File: src/rtl/phase_bank.sv
// -----------------------------------------------------------------------------
// phase_bank
// Double-buffered per-channel phase store. Host command words write phases
// into a shadow bank. A COMMIT copies the whole shadow bank into the active
// bank in a single cycle, so the drive generators never see a partial update.
//
// Optional feature macro: PHASE_BANK_SYNC_COMMIT_EN
//   defined   : COMMIT waits in PEND for the next period_sync pulse
//   undefined : COMMIT goes straight to APPLY, PEND is not built,
//               period_sync is unused, commit_pending is tied to 0
//
// Parameters
//   NUM_CHANNELS   number of channels (1..256)
//   PHASE_W        phase width in bits (1..8)
// Ports
//   clk            system clock
//   rst            synchronous active-high reset
//   phase_parse_en single-cycle strobe, latest_data valid
//   latest_data    command word {ignored[31:18], op[17:16], phase[15:8], addr[7:0]}
//   period_sync    drive-period start pulse (sync-commit build only)
//   phases_active  active bank, channel k at [k*PHASE_W +: PHASE_W]
//   commit_pending a commit is waiting for period_sync
//   commit_done    one-cycle pulse the cycle after the active bank updates
//   drop_count     saturating count of rejected words
// -----------------------------------------------------------------------------
module phase_bank #(
    parameter int unsigned NUM_CHANNELS = 64,
    parameter int unsigned PHASE_W      = 8
) (
    input  logic                            clk,
    input  logic                            rst,
    input  logic                            phase_parse_en,
    input  logic [31:0]                     latest_data,
    input  logic                            period_sync,
    output logic [NUM_CHANNELS*PHASE_W-1:0] phases_active,
    output logic                            commit_pending,
    output logic                            commit_done,
    output logic [15:0]                     drop_count
);

    localparam int unsigned ADDR_W  = 8;
    localparam int unsigned CNT_W   = 16;
    localparam logic [1:0]  OP_NONE   = 2'b00;
    localparam logic [1:0]  OP_WRITE  = 2'b01;
    localparam logic [1:0]  OP_COMMIT = 2'b10;
    localparam logic [1:0]  OP_CLEAR  = 2'b11;

`ifdef PHASE_BANK_SYNC_COMMIT_EN
    typedef enum logic [1:0] {
        ST_IDLE  = 2'd0,
        ST_PEND  = 2'd1,
        ST_APPLY = 2'd2
    } state_e;
`else
    typedef enum logic [1:0] {
        ST_IDLE  = 2'd0,
        ST_APPLY = 2'd2
    } state_e;
`endif

    state_e                                 state_q;
    logic [NUM_CHANNELS-1:0][PHASE_W-1:0]   shadow_q;
    logic [NUM_CHANNELS-1:0][PHASE_W-1:0]   shadow_d;
    logic [NUM_CHANNELS-1:0][PHASE_W-1:0]   active_q;
    logic                                   done_q;
    logic [CNT_W-1:0]                       drop_q;
    logic [CNT_W-1:0]                       drop_d;

    // Command word decode
    logic [1:0]        op_c;
    logic [7:0]        phase_c;
    logic [ADDR_W-1:0] addr_c;
    logic              addr_ok_c;
    logic              wr_c;
    logic              clr_c;
    logic              commit_c;
    logic              drop_c;

    assign op_c      = latest_data[17:16];
    assign phase_c   = latest_data[15:8];
    assign addr_c    = latest_data[7:0];
    assign addr_ok_c = (9'(addr_c) < 9'(NUM_CHANNELS));
    assign wr_c      = phase_parse_en && (op_c == OP_WRITE) && addr_ok_c;
    assign clr_c     = phase_parse_en && (op_c == OP_CLEAR);
    assign commit_c  = phase_parse_en && (op_c == OP_COMMIT);
    assign drop_c    = phase_parse_en &&
                       ((op_c == OP_NONE) || ((op_c == OP_WRITE) && !addr_ok_c));

    // Shadow bank next state: CLEAR wipes it, WRITE updates one entry
    always_comb begin
        shadow_d = shadow_q;
        if (clr_c) begin
            shadow_d = '0;
        end else if (wr_c) begin
            for (int k = 0; k < int'(NUM_CHANNELS); k++) begin
                if (addr_c == ADDR_W'(k)) begin
                    shadow_d[k] = phase_c[PHASE_W-1:0];
                end
            end
        end
    end

    // Saturating reject counter
    always_comb begin
        drop_d = drop_q;
        if (drop_c && (drop_q != {CNT_W{1'b1}})) begin
            drop_d = drop_q + CNT_W'(1);
        end
    end

`ifdef PHASE_BANK_SYNC_COMMIT_EN
    logic pending_q;
    assign commit_pending = pending_q;

    logic unused_c;
    assign unused_c = &{1'b0, latest_data[31:18], phase_c};
`else
    assign commit_pending = 1'b0;

    logic unused_c;
    assign unused_c = &{1'b0, latest_data[31:18], phase_c, period_sync};
`endif

    // Commit FSM plus bank/counter registers; COMMIT outside IDLE is absorbed
    always_ff @(posedge clk) begin
        if (rst) begin
            state_q   <= ST_IDLE;
            shadow_q  <= '0;
            active_q  <= '0;
            done_q    <= 1'b0;
            drop_q    <= '0;
`ifdef PHASE_BANK_SYNC_COMMIT_EN
            pending_q <= 1'b0;
`endif
        end else begin
            shadow_q <= shadow_d;
            drop_q   <= drop_d;
            done_q   <= 1'b0;
            case (state_q)
                ST_IDLE: begin
                    if (commit_c) begin
`ifdef PHASE_BANK_SYNC_COMMIT_EN
                        state_q   <= ST_PEND;
                        pending_q <= 1'b1;
`else
                        state_q   <= ST_APPLY;
`endif
                    end
                end
`ifdef PHASE_BANK_SYNC_COMMIT_EN
                ST_PEND: begin
                    if (period_sync) begin
                        state_q   <= ST_APPLY;
                        pending_q <= 1'b0;
                    end
                end
`endif
                ST_APPLY: begin
                    // Copies shadow as registered now; same-cycle writes land next commit
                    active_q <= shadow_q;
                    done_q   <= 1'b1;
                    state_q  <= ST_IDLE;
                end
                default: begin
                    state_q <= ST_IDLE;
                end
            endcase
        end
    end

    assign phases_active = active_q;
    assign commit_done   = done_q;
    assign drop_count    = drop_q;

endmodule

File: config.mk
export PLATFORM = sky130hd
export DESIGN_NAME = phase_bank
export DESIGN_NICKNAME = d
export VERILOG_FILES = /design/src/rtl/phase_bank.sv
export SDC_FILE = /design/constraint.sdc
export NUM_CORES = 2
export LEC_CHECK = 0
export CORE_MARGIN = 8
export CORE_UTILIZATION = 49
export CTS_BUF_LIST = sky130_fd_sc_hd__clkbuf_16
export DETAILED_ROUTE_END_ITERATION = 8
export GPL_TIMING_DRIVEN = 0
export PLACE_DENSITY_LB_ADDON = 0.08
export SLEW_MARGIN = 20
export SYNTH_ARGS = -nofsm -noshare
export SYNTH_HDL_FRONTEND = slang
export SYNTH_SLANG_ARGS = --single-unit
export TNS_END_PERCENT = 100
File: constraint.sdc
create_clock -name clk -period 1.6 [get_ports clk]
set_input_delay 0.32 -clock clk [delete_from_list [all_inputs] [get_ports clk]]
set_output_delay 0.32 -clock clk [all_outputs]
set_load 0.005 [all_outputs]
-- After elaboration in Yosys (flattened, before gate mapping)
Cells that the tools add are included.
- logic and storage cells: 280
- bits in registers: 1042
- bits of input ports: 36
- output and inout bits: 530
- muxes and demuxes: 1
- bitwise gates (word level): 1
- add/sub/neg operators: 1
- equality and inequality tests: 67
- reduce and logical (&&, ||, !) cells: 78
- magnitude comparators: 1
- operators with widths (cell ; count):
    $eq 8x6->1 const B ; 32
    $eq 8x5->1 const B ; 16
    $reduce_and 2->1 ; 64
    $eq 8x4->1 const B ; 8
    $eq 8x3->1 const B ; 4
    $add 16x1->16 const B ; 1
    $eq 8x2->1 const B ; 2
    $ne 16x16->1 const B ; 1
    $eq 8x1->1 const B ; 1
    $logic_not 8->1 ; 1
    $lt 8x7->1 const B ; 1
    $logic_and 1x1->1 ; 7
    $eq 2x2->1 const B ; 2
    $logic_not 2->1 ; 2
    $reduce_or 2->1 ; 2
    $eq 2x1->1 const B ; 1
    $logic_not 1->1 ; 1
    $logic_or 1x1->1 ; 1
    $mux 1 ; 1
    $not 1->1 ; 1

-- Logic depth before layout (Yosys ltp)
- depth in word-level cells: 6
- gate-level depth with buffers: 7
- gate-level depth less buffers: 5

-- Worst setup path before layout
OpenSTA, ideal clock, no wires.
- path kind: input to register
- start: input port latest_data[17]
- end: register drop_q[15], in the netlist drop_count[15]
- required time: 1.477 ns
- data arrival time: 1.540 ns
- library setup time: 0.123 ns
- setup slack: -0.063 ns
- cell stages on the path: 5
- path buffers: 1
- path through: buf_2 nor2b_1 nand4b_1 nor4b_1 mux2_1
- longest elaborated chain between the ends: 5
- elaborated cells between the ends (all ways): 6
- classes of those cells: eq/ne (1); reduce/logical (5)
- RTL lines (element ; RTL line ; source):
    start, declared ; 33 ; input logic [31:0] latest_data,
    $eq 2x1->1 ; 87 ; ((op_c == OP_NONE) || ((op_c == OP_WRITE) && !addr_ok_c));
    $logic_and 1x1->1 ; 87 ;
    $logic_or 1x1->1 * ; 87 ;
    $logic_and 1x1->1 * ; 86 ; assign drop_c = phase_parse_en &&
    $logic_and 1x1->1 * ; 106 ; if (drop_c && (drop_q != {CNT_W{1'b1}})) begin
    end signal, assigned ; 137 ; drop_q <= drop_d;
    end, declared ; 66 ; logic [CNT_W-1:0] drop_q;
Mark *: on every way between the ends. The rest lies on a longest branch, timed or not.
A chain may end at the register's enable or synchronous reset.

-- Final worst setup path
- start: register drop_q[0], in the netlist drop_count[0]
- end: register drop_q[2], in the netlist drop_count[2]
- longest elaborated chain between the ends: 2
- elaborated cells between the ends (all ways): 3
- classes of those cells: add/sub (1); eq/ne (1); reduce/logical (1)
- RTL lines (element):
    parallel branches: the longest is 2 deep, another holds $add 16x1->16
Parallel ways; which one is timed is not known.

==> impl_metrics.ini <==
[logic_synthesis]
syn_inst = 4183
synthArstFlopShare_pct = 0
yosysSeqAreaShare_pct = 54.57
synth-edff-count = 0
synth-seq-cells = 1042
netlist_area_sq_mm = 0.03822
synth_flop_cell = dfxtp_1
syn-mean-instance-area_sq_um = 9.138
synth_cell_types = 42
yosys_warnings = 0
synthesis.nets = 4220

[pwr]
p_leak_nw = 18.07
clkPwrFrac_pct = 45.9
pwr-share-comb_pct = 4.1
power_frac_seq_pct = 49.9
ir_drop_mv = 1.029
p_per_area_mw_per_mm2 = 1042
intPower_mw = 39.68
p_sw_share_pct = 23.46
p_sw_mw = 12.16

[layout]
final_cell_mix = dfxtp_1 (850), nand3_1 (516), nor2_1 (515)
multi_input_area_sq_mm = 0.01604
final_nets = 4933
stdcell_count = 6026
final_common_cell = dfxtp_1
drive_gt1_share_pct = 20.44
fillers = 6664
seq_area_sq_mm = 0.02121
synthToLayoutAreaGrowth_pct = 30.16
final_util_pct = 64.33

[drt]
drt-wirelength-per-cell_microns = 24.81
drc = 0
ant_nets = 0
drtIter0Drc = 3381
vias_per_cell = 5.817
drt_wl_total_microns = 149500
vias = 35050
drt-pass1-iter-count = 6

[place]
portBuffers = 541
dpl.cell_count = 5764
gp_congestion = 0.8945
post-dp-hpwl_microns = 106700

[timing]
timing.final.ws_setup_ns = -0.07501
fin_skew_ns = 0.01690
max_freq_mhz = 597.0
fin_crit_sh_pct = 104.7
rsz0062_at_grt = true
hold_viol = 0
tightest_slew_ns = 1.079
period_needed_ns = 1.675
finalSetupViolations = 17
slew_headroom_pct = 28.06
drv_slew = 0

[worst_hold_path]
hold_path_startpoint = latest_data[16]
hp-class = in2reg
hold_end = state_q[1]
holdPathStages = 2

[setup_path]
worstPathArrival_ns = 2.27
r2r-end = drop_count[2]
critPathMaxFanout = 5
critPathCaptureType = register
required_ns = 2.20
timing.rr.start = drop_count[0]
path_class = reg2reg
critPathLaunchType = register
r2r_setup_slack_ns = -0.08
worst_r2r_path_depth = 7

[global_route]
track_usage_pct = 32.48
grt_max_degree = 20
antenna_found_initial = 13
grt_pass1_wl_microns = 214500
grt_pass1_vias = 33020
overflow = 0

[floorplan]
fp-row-count = 102
initial_core_util_pct = 49.42
chipWidth_microns = 295.3
die-area_sq_mm = 0.08720
io_pins = 566
die_h_microns = 295.3
coreArea_sq_mm = 0.07734

[cts]
clkLatencyLatePin_ns = 0.67
numCtsBuffers = 106
cts_buffer_depth = 3
cts_htree_levels = 3
cts_num_sinks = 1042
cts-root-buf = clkbuf_16
cts_tree = done
clk_pin_slew_ns = 0.07

[run]
drv_cap = 0

[outcome]
violations = setup timing
outcome = complete, but fails checks
-- sequential cells by signal, indices dropped and copies added, names as in the netlist --
name           cells
state_q            1
phases_active    512
drop_count        16
shadow_q         512
commit_done        1
-- worst max-delay path, cell delays in order (launching register included) --
cell and delay [ns]:
dfxtp_4 0.37, ha_4 0.17, nand4_1 0.09, buf_4 0.14, nor4_4 0.05, buf_4 0.15, or4_1 0.51, a21oi_1 0.12
-- cells in the mapped netlist, types with 2 or more instances --
library cell / count / area, sq um
nand2b_1: 2 / 12.51
nor2b_1: 6 / 37.54
and3_1: 3 / 18.77
o21ai_0: 510 / 2552
dfxtp_1: 1042 / 20860
inv_1: 3 / 11.26
o31ai_1: 7 / 52.55
nor3_1: 6 / 30.03
nor3_2: 4 / 40.04
or3b_2: 2 / 17.52
nor4_1: 2 / 12.51
a21oi_1: 524 / 2623
o21ai_1: 7 / 35.03
buf_1: 32 / 120.1
or4_1: 7 / 52.55
and4bb_1: 2 / 25.02
and4_1: 4 / 35.03
clkbuf_1: 311 / 1167
nand4_1: 5 / 31.28
nand2_1: 18 / 67.56
buf_2: 99 / 495.5
or3b_1: 2 / 17.52
mux2i_1: 513 / 5135
nor2_1: 528 / 1982
nand3_1: 522 / 2613
nor3b_1: 2 / 15.01
or3_1: 5 / 31.28
-- power groups by stage --
stage | registers [mW] | logic, mW | clock network (mW)
2_1_floorplan | 26.5 | 1.05 | 0
3_3_place_gp | 26.5 | 1.88 | 0
3_5_place_dp | 26.5 | 1.88 | 0
4_1_cts | 25.9 | 2.04 | 24.0
5_1_grt | 25.9 | 2.19 | 25.2
6_report | 25.9 | 2.15 | 23.8
-- layout make-up --
cell class | count | area share [%]
Antenna cell | 5 | 0.02515
Buffer | 434 | 5.158
Clock buffer | 108 | 5.432
Clock inverter | 85 | 1.207
Inverter | 3 | 0.02263
Multi-Input combinational cell | 2695 | 32.23
Sequential cell | 1042 | 42.64
Tap cell | 1040 | 2.616
Timing Repair Buffer | 614 | 10.67
-- through the flow --
step	cell area (sq um)	total power, mW	setup TNS, ns	hold WS (ns)	setup WS (ns)
after floorplan	38240	27.58	-0.007096	0.3963	-0.007096
after global placement	44960	28.41	-1622.22	0.4618	-2.166
after detailed placement	44970	28.41	-1585.10	0.4660	-1.813
after CTS	49710	51.91	-0.04003	0.1412	-0.01342
after global routing	49740	53.22	-0.8601	0.1339	-0.1171
final	49750	51.85	-0.3914	0.1432	-0.07501
-- routing by layer --
layer / wire length (microns) / track usage (%)
met5: 66 / 0
met4: 7175 / 14.83
met3: 15990 / 9.968
met2: 69030 / 52.31
met1: 57220 / 39.84
-- kinds of logic (layout without fill, tap and decap cells) --
| logic type | count (synthesis) | after routing | share of synthesized area [%] |
|---|---|---|---|
| flops | 1042 | 1042 | 54.57 |
| mux | 515 | 515 | 13.49 |
| simple gates | 1127 | 1127 | 13.35 |
| other cells | 1 | 6 | 0.009811 |
| fa+ha+maj | 1 | 1 | 0.03273 |
| compound gates | 1051 | 1051 | 13.83 |
| buf+inv | 446 | 1244 | 4.714 |
-- worst max path at each step --
stage / startpoint / endpoint / slack (ns)
2_1_floorplan: drop_count[8] / drop_count[15] / -0.007
3_3_place_gp: latest_data[17] / shadow_q[186] / -2.17
3_5_place_dp: latest_data[17] / shadow_q[111] / -1.81
4_1_cts: drop_count[1] / drop_count[14] / -0.01
5_1_grt: drop_count[0] / drop_count[6] / -0.12
6_report: drop_count[0] / drop_count[2] / -0.08
-- timing repair --
action | 4_1_cts | 5_1_grt
pin swaps | 34 | 19
setup endpoints to repair | 1571 | 1123
hold buffers | 0 | 0
resized for setup | 1673 | 422
cloned | 2 | 0
buffers inserted | 60 | 11
No activity file was read; power rests on OpenSTA's default activity.
